File: src/rtl/multi_cycle_ctrl_pkg.sv
`default_nettype none
// ============================================================================
// multi_cycle_ctrl_pkg
// Shared widths, select codes, opcodes, FSM states and instruction classes.
// Rev 1.0
// ============================================================================
package multi_cycle_ctrl_pkg;

  localparam int REG_WIDTH        = 32;
  localparam int IMM_GEN_OP_WIDTH = 3;

  // NONE is all-zero so that an idle controller drives every output low
  localparam logic [IMM_GEN_OP_WIDTH-1:0] IMM_GEN_NONE = 3'd0;
  localparam logic [IMM_GEN_OP_WIDTH-1:0] IMM_GEN_I    = 3'd1;
  localparam logic [IMM_GEN_OP_WIDTH-1:0] IMM_GEN_S    = 3'd2;
  localparam logic [IMM_GEN_OP_WIDTH-1:0] IMM_GEN_B    = 3'd3;
  localparam logic [IMM_GEN_OP_WIDTH-1:0] IMM_GEN_U    = 3'd4;
  localparam logic [IMM_GEN_OP_WIDTH-1:0] IMM_GEN_J    = 3'd5;

  localparam logic [1:0] WB_ALU  = 2'd0;
  localparam logic [1:0] WB_MEM  = 2'd1;
  localparam logic [1:0] WB_PC4  = 2'd2;

  localparam logic [1:0] PC_PC4  = 2'd0;
  localparam logic [1:0] PC_BR   = 2'd1;
  localparam logic [1:0] PC_JALR = 2'd2;

  localparam logic [6:0] OPC_LUI    = 7'b0110111;
  localparam logic [6:0] OPC_AUIPC  = 7'b0010111;
  localparam logic [6:0] OPC_JAL    = 7'b1101111;
  localparam logic [6:0] OPC_JALR   = 7'b1100111;
  localparam logic [6:0] OPC_BRANCH = 7'b1100011;
  localparam logic [6:0] OPC_LOAD   = 7'b0000011;
  localparam logic [6:0] OPC_STORE  = 7'b0100011;
  localparam logic [6:0] OPC_OP_IMM = 7'b0010011;
  localparam logic [6:0] OPC_OP     = 7'b0110011;
  localparam logic [6:0] OPC_FENCE  = 7'b0001111;
  localparam logic [6:0] OPC_SYSTEM = 7'b1110011;

  typedef enum logic [2:0] {
    ST_IDLE   = 3'd0,
    ST_FETCH  = 3'd1,
    ST_DECODE = 3'd2,
    ST_EXEC   = 3'd3,
    ST_MEM    = 3'd4,
    ST_WB     = 3'd5,
    ST_TRAP   = 3'd6
  } state_e;

  typedef enum logic [2:0] {
    CLS_ALU     = 3'd0,
    CLS_JAL     = 3'd1,
    CLS_JALR    = 3'd2,
    CLS_LOAD    = 3'd3,
    CLS_STORE   = 3'd4,
    CLS_BRANCH  = 3'd5,
    CLS_NOP     = 3'd6,
    CLS_ILLEGAL = 3'd7
  } cls_e;

endpackage
`default_nettype wire

File: src/rtl/multi_cycle_ctrl_decode.sv
`default_nettype none
// ============================================================================
// ctrl_decode
// Opcode -> instruction class, immediate format and ALU operand selects.
// Unknown opcodes become CLS_ILLEGAL only when CTRL_ILLEGAL_TRAP_EN is defined.
// Rev 1.0
// ============================================================================
module ctrl_decode
  import multi_cycle_ctrl_pkg::*;
(
  input  logic [6:0]                  opcode_i,
  output cls_e                        cls_o,
  output logic [IMM_GEN_OP_WIDTH-1:0] imm_gen_op_o,
  output logic                        alu_a_sel_o,
  output logic                        alu_b_sel_o
);

  always_comb begin
    cls_o        = CLS_NOP;
    imm_gen_op_o = IMM_GEN_NONE;
    alu_a_sel_o  = 1'b0;
    alu_b_sel_o  = 1'b0;
    case (opcode_i)
      OPC_OP_IMM: begin cls_o = CLS_ALU;    imm_gen_op_o = IMM_GEN_I; alu_b_sel_o = 1'b1; end
      OPC_OP:     begin cls_o = CLS_ALU; end
      OPC_LUI:    begin cls_o = CLS_ALU;    imm_gen_op_o = IMM_GEN_U; alu_b_sel_o = 1'b1; end
      OPC_AUIPC: begin
        cls_o        = CLS_ALU;
        imm_gen_op_o = IMM_GEN_U;
        alu_a_sel_o  = 1'b1;
        alu_b_sel_o  = 1'b1;
      end
      OPC_JAL: begin
        cls_o        = CLS_JAL;
        imm_gen_op_o = IMM_GEN_J;
        alu_a_sel_o  = 1'b1;
        alu_b_sel_o  = 1'b1;
      end
      OPC_JALR:   begin cls_o = CLS_JALR;   imm_gen_op_o = IMM_GEN_I; alu_b_sel_o = 1'b1; end
      OPC_LOAD:   begin cls_o = CLS_LOAD;   imm_gen_op_o = IMM_GEN_I; alu_b_sel_o = 1'b1; end
      OPC_STORE:  begin cls_o = CLS_STORE;  imm_gen_op_o = IMM_GEN_S; alu_b_sel_o = 1'b1; end
      OPC_BRANCH: begin cls_o = CLS_BRANCH; imm_gen_op_o = IMM_GEN_B; end
      OPC_FENCE,
      OPC_SYSTEM: begin cls_o = CLS_NOP; end
`ifdef CTRL_ILLEGAL_TRAP_EN
      default:    begin cls_o = CLS_ILLEGAL; end
`else
      default:    begin cls_o = CLS_NOP; end
`endif
    endcase
  end

endmodule
`default_nettype wire

File: src/rtl/multi_cycle_ctrl.sv
`default_nettype none
// ============================================================================
// multi_cycle_ctrl
// RV32I multi-cycle sequencer with memory handshakes and retired-instruction
// counter. Optional sticky illegal-opcode trap: CTRL_ILLEGAL_TRAP_EN.
// Rev 1.0
// ============================================================================
module multi_cycle_ctrl
  import multi_cycle_ctrl_pkg::*;
(
  input  logic                        clk,
  input  logic                        rst_n,
  input  logic [REG_WIDTH-1:0]        ir,
  output logic                        imem_req,
  input  logic                        imem_ack,
  output logic                        ir_we,
  output logic                        dmem_req,
  output logic                        dmem_we,
  input  logic                        dmem_ack,
  input  logic                        branch_taken,
  output logic [IMM_GEN_OP_WIDTH-1:0] imm_gen_op,
  output logic                        alu_a_sel,
  output logic                        alu_b_sel,
  output logic [1:0]                  wb_sel,
  output logic                        reg_we,
  output logic                        pc_we,
  output logic [1:0]                  pc_sel,
  output logic [REG_WIDTH-1:0]        instret,
  output logic                        illegal
);

  state_e                        state_q, state_d;
  logic [REG_WIDTH-1:0]          instret_q, instret_d;
  cls_e                          cls;
  logic [IMM_GEN_OP_WIDTH-1:0]   dec_imm;
  logic                          dec_a_sel, dec_b_sel;
  logic                          in_instr;
  logic                          unused_ir_hi;

  assign unused_ir_hi = ^ir[REG_WIDTH-1:12];

  ctrl_decode u_decode (
    .opcode_i     (ir[6:0]),
    .cls_o        (cls),
    .imm_gen_op_o (dec_imm),
    .alu_a_sel_o  (dec_a_sel),
    .alu_b_sel_o  (dec_b_sel)
  );

  always_ff @(posedge clk or negedge rst_n) begin
    if (!rst_n) begin
      state_q   <= ST_IDLE;
      instret_q <= '0;
    end else begin
      state_q   <= state_d;
      instret_q <= instret_d;
    end
  end

  // Decoded selects are only meaningful once IR holds the current instruction
  assign in_instr = (state_q == ST_DECODE) || (state_q == ST_EXEC) ||
                    (state_q == ST_MEM)    || (state_q == ST_WB);

  always_comb begin
    state_d    = state_q;
    imem_req   = 1'b0;
    ir_we      = 1'b0;
    dmem_req   = 1'b0;
    dmem_we    = 1'b0;
    wb_sel     = WB_ALU;
    reg_we     = 1'b0;
    pc_we      = 1'b0;
    pc_sel     = PC_PC4;
    imm_gen_op = in_instr ? dec_imm   : IMM_GEN_NONE;
    alu_a_sel  = in_instr ? dec_a_sel : 1'b0;
    alu_b_sel  = in_instr ? dec_b_sel : 1'b0;
    case (state_q)
      ST_IDLE: state_d = ST_FETCH;
      ST_FETCH: begin
        imem_req = 1'b1;
        if (imem_ack) begin
          ir_we   = 1'b1;
          state_d = ST_DECODE;
        end
      end
      ST_DECODE: begin
        if (cls == CLS_ILLEGAL) begin
          state_d = ST_TRAP;
        end else if (cls == CLS_NOP) begin
          pc_we   = 1'b1;
          state_d = ST_FETCH;
        end else begin
          state_d = ST_EXEC;
        end
      end
      ST_EXEC: begin
        case (cls)
          CLS_BRANCH: begin
            pc_we   = 1'b1;
            pc_sel  = branch_taken ? PC_BR : PC_PC4;
            state_d = ST_FETCH;
          end
          CLS_LOAD, CLS_STORE: state_d = ST_MEM;
          default:             state_d = ST_WB;
        endcase
      end
      ST_MEM: begin
        dmem_req = 1'b1;
        dmem_we  = (cls == CLS_STORE);
        if (dmem_ack) begin
          if (cls == CLS_STORE) begin
            pc_we   = 1'b1;
            state_d = ST_FETCH;
          end else begin
            state_d = ST_WB;
          end
        end
      end
      ST_WB: begin
        reg_we  = (ir[11:7] != 5'd0);
        pc_we   = 1'b1;
        state_d = ST_FETCH;
        case (cls)
          CLS_LOAD: wb_sel = WB_MEM;
          CLS_JAL:  begin wb_sel = WB_PC4; pc_sel = PC_BR;   end
          CLS_JALR: begin wb_sel = WB_PC4; pc_sel = PC_JALR; end
          default:  wb_sel = WB_ALU;
        endcase
      end
      ST_TRAP: state_d = ST_TRAP;
      default: state_d = ST_IDLE;
    endcase
  end

  assign instret_d = instret_q + {{(REG_WIDTH-1){1'b0}}, pc_we};
  assign instret   = instret_q;

`ifdef CTRL_ILLEGAL_TRAP_EN
  logic illegal_q;

  always_ff @(posedge clk or negedge rst_n) begin
    if (!rst_n) begin
      illegal_q <= 1'b0;
    end else if ((state_q == ST_DECODE) && (cls == CLS_ILLEGAL)) begin
      illegal_q <= 1'b1;
    end
  end

  assign illegal = illegal_q;
`else
  assign illegal = 1'b0;
`endif

endmodule
`default_nettype wire

File: config.mk
export PLATFORM = sky130hd
export DESIGN_NAME = multi_cycle_ctrl
export DESIGN_NICKNAME = d
export VERILOG_FILES = /design/src/rtl/multi_cycle_ctrl_pkg.sv /design/src/rtl/multi_cycle_ctrl_decode.sv /design/src/rtl/multi_cycle_ctrl.sv
export SDC_FILE = /design/constraint.sdc
export NUM_CORES = 1
export LEC_CHECK = 0
export CAP_MARGIN = 20
export CORE_ASPECT_RATIO = 1.25
export CORE_MARGIN = 2
export CORE_UTILIZATION = 51
export DETAILED_ROUTE_END_ITERATION = 8
export DONT_BUFFER_PORTS = 1
export GPL_TIMING_DRIVEN = 1
export PLACE_DENSITY = 0.75
export SYNTH_ARGS = -nofsm -noshare
export SYNTH_HDL_FRONTEND = slang
export SYNTH_SLANG_ARGS = --single-unit
File: constraint.sdc
create_clock -name clk -period 5.95 [get_ports clk]
set_input_delay 0.8925 -clock clk [delete_from_list [all_inputs] [get_ports clk]]
set_output_delay 0.8925 -clock clk [all_outputs]
set_load 0.01 [all_outputs]
==> results.yml <==
placed_design:
  place_congestion: 0.888
  portBuffers: 0
  place_hpwl_um: 2870
  dp.cells: 227
sta:
  fin_skew_ns: 0.00396
  setup_tns_ns: 0
  finalHoldWorstSlack_ns: 0.304
  finalCriticalPeriod_ns: 3.67
  rsz0062_at_grt: "no"
  slew_headroom: 0.605
  clock.fmax_mhz: 273
  setup_viol_count_final: 0
  timing.final.hold_violations: 0
  max_slew.worst_pin.slew_ns: 0.588
  period_share: 0.617
  timing_max_transition_violations_final: 0
run:
  max-cap-violations: 0
layout:
  most-common-layout-cells: "35 x dfrtp_1, 26 x nand2_1, 21 x xnor2_1"
  final_nets: 234
  layoutNonFillerInstCount: 235
  area_growth_pct: 5.62
  fin_util: 0.560
  diodes: 0
  layout.filler_cells: 309
  final_common_cell: "dfrtp_1"
  drive_above_1_share: 0.0663
  multi_input_area_um2: 930
  regArea_um2: 876
floorplanning:
  die_area_mm2: 0.00412
  floorplan.rows: 24
  die_h_um: 71.3
  effective_utilization_at_floorplan: 0.530
  die_x_um: 57.8
  coreArea_mm2: 0.00348
  pin_count: 85
route:
  avgViaCountPerCell: 6.19
  ant_nets: 0
  post-route-drc-count: 0
  drt-initial-drc-count: 48
  wl_per_cell_um: 16.3
  drt_first_pass_iters: 4
  routed_wirelength_um: 3820
  vias: 1454
critical_path:
  worst-path-buf-inv: 0
  critical_path_required_time_ns: 6.15
  crit_family: "simple AND/OR/NAND/NOR gates"
  criticalPathCategory: "input port to register"
  rr_worst_depth: 12
  rr_startpoint: "state_q[2]$_DFFE_PN0P_"
  r2r-end: "instret[30]$_DFF_PN0_"
  critical_path.cell_chain: "nor2b_1, nand2_1, o21ai_0, o21ai_0, o31ai_1, ha_1, ha_1, and2_2, and4_4, or3b_4, nor3_2, xor2_1"
  timing.critical_path.slowest_cell_delay_ns: 0.51
  ff2ff_setup_slack_ns: 2.36
  critPathMaxFanout: 6
  worst_setup_path_start_kind: "input port"
  critical_path.endpoint_type: "register"
  worstPathArrival_ns: 3.87
  worst_path_max_delay_cell: "o31ai_1"
clock_network:
  cts_resized: 0
  cts_hold_buf: 0
  clockRootBuffer: "clkbuf_8"
  tritoncts.num_buffers: 5
  clock_path_buffers: 2
  cts.repair_timing.setup_buffer_count: 0
  htree_num_levels: 2
  cts.sinks: 35
  clk_pin_slew_ns: 0.07
  cts_tree: "done"
  insertion_delay_ns: 0.28
yosys:
  syn_inst: 195
  synth.area.top_cells: "dfrtp_1 47%, xnor2_1 10%, nand2_1 5.3%"
  main_synth_ff_type: "dfrtp_1"
  yosys_register_bits: 35
  synth_top_cell_area_share: 0.474
  syn_area_cell_um2: 9.47
  synth_sequential_area_ratio: 0.474
  yosysWarningCount: 0
  edff_count_synth: 0
  synthesis.area_mm2: 0.00185
  synth_fp_nets: 234
  yosysTopAreaCell: "dfrtp_1"
  synthArstFlopShare: 1.00
  netlist-cell-type-count: 36
global_route:
  globalRoute.totalOverflow: 0
  grt_first_pass_wirelength_um: 6390
  grtUsageTotal: 0.195
  grt_max_degree: 36
  first_global_vias: 1454
  grt_antenna_before_repair: 0
power:
  p_total_uw: 573
  irDropWorstVdd_mv: 0.183
  areal_power_density_over_the_cells_mw_per_mm2: 294
  p_leak_uw: 0.000861
hold_path:
  class_of_the_worst_hold_path: "input port to asynchronous set/reset pin"
outcome:
  run_status: "complete, no violations"
## synth_stat cells, drive strengths merged (2+ instances only)
library cell,n
dfrtp,35
a31oi,2
o31ai,2
and3,7
inv,3
nor3,5
nand4,8
nand2b,5
a21oi,10
o21ai,4
o21a,2
ha,2
nand2,26
and4,3
and2,4
nand3,8
o22ai,3
clkbuf,6
nor2,17
xnor2,21
xor2,10
## state kept, by name, indices dropped and copies added (netlist names)
name,flops
instret,32
state_q,3
## through the flow
| stage | setup WS [ns] | cell area, um^2 |
|---|---|---|
| 2_1_floorplan | 2.39 | 1850 |
| 5_1_grt | 2.06 | 1950 |
| 4_1_cts | 2.28 | 1950 |
| 3_3_place_gp | 2.09 | 1870 |
| 3_5_place_dp | 2.01 | 1870 |
| 6_report | 2.28 | 1950 |
## kinds of logic (layout without fill, tap and decap cells)
logic type	after synthesis	after routing	synth area share
AND/OR/NAND/NOR	89	89	0.251
flip-flops	35	35	0.474
XOR/XNOR	31	31	0.147
AO/OA/AOI/OAI	26	26	0.0840
buffers and inverters	10	11	0.0224
adder cells (fa/ha/maj)	2	2	0.0135
other	1	1	0.00203
multiplexers	1	1	0.00542
## routing by layer
metal	up-vias	routed length, um	track usage
li1	673	-	-
met1	719	1480	0.208
met2	56	2070	0.351
met3	6	221	0.0578
met4	0	51	0.0853
met5	-	0	0
## area by class of cell
class / instances / area share
Multi-Input combinational cell: 150 / 0.477
Sequential cell: 35 / 0.449
Clock buffer: 6 / 0.0372
Tap cell: 39 / 0.0250
Clock inverter: 2 / 0.00641
Inverter: 3 / 0.00577
## where the power goes
part | switching (uW) | internal [uW] | total [uW]
Combinational | 58.0 | 37.7 | 95.6
Sequential | 53.1 | 264 | 317
Clock | 78.8 | 81.6 | 160
Total | 190 | 384 | 573
## worst max-delay path by stage
| stage | slack (ns) | cells after the start | endpoint | from |
|---|---|---|---|---|
| floorplan | 2.39 | 12 | instret[30]$_DFF_PN0_ | ir[6] |
| finish | 2.28 | 12 | instret[30]$_DFF_PN0_ | ir[5] |
| CTS | 2.28 | 12 | instret[30]$_DFF_PN0_ | ir[5] |
| detailed placement | 2.01 | 12 | instret[30]$_DFF_PN0_ | ir[5] |
| global placement | 2.09 | 12 | instret[30]$_DFF_PN0_ | ir[5] |
| global route | 2.06 | 12 | instret[30]$_DFF_PN0_ | ir[5] |
Note: power is estimated with default switching activity, not from simulation.
